## src/rtl/bin_to_bcd.sv

```systemverilog
`default_nettype none
// ============================================================================
// Module   : bin_to_bcd
// Function : Sequential double-dabble converter, binary to 4 BCD digits.
//            Define BCD_OVERFLOW_EN to flag inputs >= 10000 (digits E, ovf=1).
// Revision : 1.0
// ============================================================================
module bin_to_bcd #(
    parameter int DATA_W = 14
) (
    input  logic              clk,
    input  logic              reset,
    input  logic              start,
    input  logic [DATA_W-1:0] bin,
    output logic              busy,
    output logic              done,
    output logic [3:0]        num1,
    output logic [3:0]        num2,
    output logic [3:0]        num3,
    output logic [3:0]        num4
`ifdef BCD_OVERFLOW_EN
    ,
    output logic              ovf
`endif
);

    localparam int ACC_W = 20;
    localparam int CNT_W = $clog2(DATA_W + 1);

    typedef enum logic [1:0] {
        IDLE  = 2'd0,
        SHIFT = 2'd1,
        DONE  = 2'd2
    } state_t;

    state_t            state_q, state_d;
    logic [DATA_W-1:0] sr_q, sr_d;
    logic [ACC_W-1:0]  acc_q, acc_d;
    logic [CNT_W-1:0]  cnt_q, cnt_d;
    logic [15:0]       num_q, num_d;
    logic              done_q, done_d;
`ifdef BCD_OVERFLOW_EN
    logic              ovf_q, ovf_d;
`endif

    // Per-nibble add-3 correction applied before every shift.
    logic [ACC_W-1:0]  acc_adj;
    for (genvar i = 0; i < ACC_W / 4; i++) begin : g_adj
        assign acc_adj[4*i +: 4] = (acc_q[4*i +: 4] >= 4'd5) ? acc_q[4*i +: 4] + 4'd3
                                                            : acc_q[4*i +: 4];
    end

    always_comb begin
        state_d = state_q;
        sr_d    = sr_q;
        acc_d   = acc_q;
        cnt_d   = cnt_q;
        num_d   = num_q;
        done_d  = 1'b0;
`ifdef BCD_OVERFLOW_EN
        ovf_d   = ovf_q;
`endif
        unique case (state_q)
            IDLE: begin
                if (start) begin
                    sr_d    = bin;
                    acc_d   = '0;
                    cnt_d   = '0;
                    state_d = SHIFT;
                end
            end
            SHIFT: begin
                // Accumulator and shift register act as one wide register.
                acc_d = ACC_W'({acc_adj, sr_q[DATA_W-1]});
                sr_d  = sr_q << 1;
                cnt_d = cnt_q + CNT_W'(1);
                if (cnt_q == CNT_W'(DATA_W - 1)) begin
                    state_d = DONE;
                end
            end
            DONE: begin
                done_d  = 1'b1;
                state_d = IDLE;
`ifdef BCD_OVERFLOW_EN
                if (acc_q[19:16] != 4'd0) begin
                    num_d = 16'hEEEE;
                    ovf_d = 1'b1;
                end else begin
                    num_d = acc_q[15:0];
                    ovf_d = 1'b0;
                end
`else
                num_d = acc_q[15:0];
`endif
            end
            default: state_d = IDLE;
        endcase
    end

    always_ff @(posedge clk or posedge reset) begin
        if (reset) begin
            state_q <= IDLE;
            sr_q    <= '0;
            acc_q   <= '0;
            cnt_q   <= '0;
            num_q   <= '0;
            done_q  <= 1'b0;
`ifdef BCD_OVERFLOW_EN
            ovf_q   <= 1'b0;
`endif
        end else begin
            state_q <= state_d;
            sr_q    <= sr_d;
            acc_q   <= acc_d;
            cnt_q   <= cnt_d;
            num_q   <= num_d;
            done_q  <= done_d;
`ifdef BCD_OVERFLOW_EN
            ovf_q   <= ovf_d;
`endif
        end
    end

    assign busy = (state_q != IDLE);
    assign done = done_q;
    assign num1 = num_q[15:12];
    assign num2 = num_q[11:8];
    assign num3 = num_q[7:4];
    assign num4 = num_q[3:0];
`ifdef BCD_OVERFLOW_EN
    assign ovf  = ovf_q;
`endif

endmodule
`default_nettype wire

```

## config.mk

```make
export PLATFORM = sky130hd
export DESIGN_NAME = bin_to_bcd
export DESIGN_NICKNAME = d
export VERILOG_FILES = /design/src/rtl/bin_to_bcd.sv
export SDC_FILE = /design/constraint.sdc
export NUM_CORES = 1
export LEC_CHECK = 0
export CORE_MARGIN = 3
export CORE_UTILIZATION = 50
export CTS_CLUSTER_DIAMETER = 200
export DETAILED_ROUTE_END_ITERATION = 8
export GPL_TIMING_DRIVEN = 0
export PLACE_DENSITY = 0.74
export RECOVER_POWER = 50
export SLEW_MARGIN = 20
export SYNTH_ARGS = -nofsm -noshare
export SYNTH_HDL_FRONTEND = slang
export SYNTH_SLANG_ARGS = --single-unit
```

## constraint.sdc

```tcl
create_clock -name clk -period 1.65 [get_ports clk]
set_input_delay 0.165 -clock clk [delete_from_list [all_inputs] [get_ports clk]]
set_output_delay 0.165 -clock clk [all_outputs]
set_load 0.02 [all_outputs]
```

==> impl_metrics.toml <==
[timing]
timing.setup.tns_ns = 0
rsz0062_at_grt = "false"
fin_ws_ns = 0.108
period_needed_ns = 1.54
fmax_mhz = 648
fin_crit_sh_pct = 93.5
tightest_slew_ns = 0.970
setup_viol = 0
slew_viol_final = 0
skew_ns = 0.00796
hold_slack_ns = 0.467
relSlewSlack_pct = 35.2
hold_viol = 0

[clocking]
htreeDepth = 2
clock-sinks = 53
cts_tree = "done"
cts_buffer_depth = 2
numCtsBuffers = 5
cts-root-buf = "clkbuf_8"
cts_hold_buf = 0
clock_latency_ns = 0.31
clk_pin_slew_worst_paths_ns = 0.09

[yosys]
seq_area_frac_synth_pct = 49.0
syn_area_per_cell_um2 = 11.2
synth_top_area_cell = "dfrtp_1"
synth_flop_cell = "dfrtp_1"
netlist_top_cells_count = "53 x dfrtp_1, 18 x inv_1, 17 x nor2b_1, 17 x o21ai_0, 14 x a21oi_1"
synth.distinct_cells = 35
synth_cells = 241
synth_seq_cells = 53
yosys.area.top_type_share_pct = 49.0
ys_async_sr_fraction_pct = 100
synth_edf_count = 0
netlist_area_um2 = 2710
synth_most_common_cell = "dfrtp_1"
ys_warn_count = 0
synth_area_leaders = "dfrtp_1 49%, mux2_4 5.0%, ha_1 4.6%"
syn_nets = 268

[pwr]
leakage_nw = 1.45
vdd_drop_max_mv = 0.690
power_mw = 5.10
p_per_area_nw_per_um2 = 1560

[cells_and_area]
drive_above_1_share_pct = 16.4
fin_nets = 312
antennaDiodeCount = 0
seq_area_um2 = 1330
area_delta_synth_final_pct = 20.5
multiInputGateArea_um2 = 1210
fillers = 413
final_cell_area_um2 = 3260

[setup_path]
cp_slowest_stage_delay_ns = 0.39
worstPathRequired_ns = 1.85
path_buf_inv = 3
critPathTopFamily = "buffers and inverters"
cp-start-kind = "flip-flop"
crit_arrival_ns = 1.74
crit_fanout = 10
criticalPathCategory = "reg -> reg"
worstPathCellList = "clkbuf_1 > buf_4 > o21ba_4 > clkbuf_2 > o31ai_1 > a32o_1"
cp_slowest_cell = "dfrtp_2"
end_kind = "flip-flop"
reg2reg_slack_ns = 0.11

[routing]
drt_wl_total_um = 5400
drc_errors = 0
wl_per_cell_um = 15.2
ant_nets = 0
drt_iter0_markers = 137
viasPerCell = 5.54
vias = 1971
first_pass_iters = 4

[die]
die_x_um = 79.6
initial_core_util_pct = 52.4
core_area_um2 = 5170
die_h_um = 79.6
num_io_pins = 35
row_count = 26
die_area_um2 = 6340

[placement]
placed_cell_area_um2 = 3160
dpl_worst_slack_ns = -0.191
place_congestion = 0.804
io_buffer_count = 34
dp_hpwl_um = 3830

[global_routing]
grt_max_degree = 30
grt_pass1_vias = 2131
track_usage_pct = 19.3
grt_pass1_wl_um = 9650
grt_antenna_before_repair = 0
overflow = 0

[status]
status = "finished, final reports clean"

[flow_run]
max-cap-violations = 0

[worst_hold_path]
min_path_type = "in -> reg"
==> worst reg2reg max path, delay by kind of cell (launching register included) <==
kind / cells / cell delay (ns)
buf+inv: 3 / 0.56
compound gates: 3 / 0.49
flops: 1 / 0.39
==> power breakdown <==
part / switching (mW) / total [mW] / leakage, nW / internal, mW
registers: 0.365 / 2.10 / 0.696 / 1.73
clock network: 0.415 / 0.795 / 0.0542 / 0.380
logic: 1.10 / 2.20 / 0.701 / 1.10
total: 1.88 / 5.10 / 1.45 / 3.21
==> per-layer routing <==
metal  vias up  wire length [um]  global-route usage, %  share of wire, %
met5         -                 0                      0                 0
met4         0                95                   6.87               1.8
met3         8               252                   4.29               4.7
met2        52              2580                   31.6                48
met1       951              2470                   25.1                46
li1        960                 -                      -                 -
==> cell usage in the layout (no fill, tap or decap), types with 2 or more instances in the layout <==
| cell type | count |
|---|---|
| a21oi_1 | 14 |
| a22o_1 | 2 |
| a22oi_1 | 11 |
| a32o_1 | 4 |
| and3b_1 | 2 |
| buf_2 | 2 |
| buf_4 | 3 |
| buf_6 | 6 |
| clkbuf_1 | 2 |
| clkbuf_2 | 3 |
| clkbuf_8 | 7 |
| clkdlybuf4s50_1 | 32 |
| dfrtp_1 | 51 |
| dfrtp_2 | 2 |
| ha_1 | 10 |
| inv_1 | 18 |
| mux2_2 | 9 |
| mux2_4 | 9 |
| nand2_1 | 13 |
| nand2b_1 | 5 |
| nand3_1 | 2 |
| nor2_1 | 3 |
| nor2b_1 | 17 |
| o2111ai_1 | 8 |
| o211ai_1 | 4 |
| o21a_1 | 4 |
| o21ai_0 | 17 |
| o21ai_1 | 2 |
| o221ai_1 | 4 |
| o31ai_1 | 4 |
| o32ai_1 | 3 |
| xnor2_1 | 3 |
==> path summary, 6_finish.rpt <==
path,start,to,cells after the start
setup / recovery,state_q[0]$_DFFE_PP0P_,acc_q[15]$_DFFE_PP0P_,6
hold / removal,bin[0],sr_q[0]$_DFFE_PP0P_,3
setup reg to reg,state_q[0]$_DFFE_PP0P_,acc_q[15]$_DFFE_PP0P_,6
hold reg to reg,sr_q[11]$_DFFE_PP0P_,sr_q[11]$_DFFE_PP0P_,2
max in group asynchronous,reset,acc_q[8]$_DFFE_PP0P_,3
min in group asynchronous,reset,num_q[2]$_DFFE_PP0P_,2
==> logic make-up (layout without fill, tap and decap cells) <==
logic type	count (synthesis)	after routing	share of synthesized area (%)
and+or+nand+nor	45	45	9.19
AOI/OAI and AO/OA	81	81	21.0
adders and majority gates	10	10	4.62
muxes	18	18	8.73
DFF	53	53	49.0
xor gates and xnor gates	3	3	0.970
buffers and inverters	31	76	6.51
==> cell type report <==
cell class / count / share of cell area, %
Sequential cell: 53 / 40.7
Multi-Input combinational cell: 157 / 36.9
Timing Repair Buffer: 39 / 11.7
Clock buffer: 7 / 2.95
Buffer: 11 / 2.80
Tap cell: 70 / 2.68
Inverter: 18 / 2.07
Clock inverter: 1 / 0.153
==> per-stage QoR <==
stage               utilization (%)  instances
floorplan                         -        241
global placement               60.6        345
detailed placement             61.0        346
CTS                            63.4        356
global route                   63.1        356
finish                         63.1        356
==> timing repair <==
| action | in CTS | in global routing |
|---|---|---|
| setup endpoints to repair | 1 | 2 |
| buffers inserted | 4 | 0 |
| gates resized for setup | 2 | 3 |
==> state kept, by name, indices dropped and copies added, names as in the netlist <==
signal and count:
sr_q 14, done 1, state_q 2, acc_q 16
num_q 16, cnt_q 4
(Power assumes the default switching activity.)
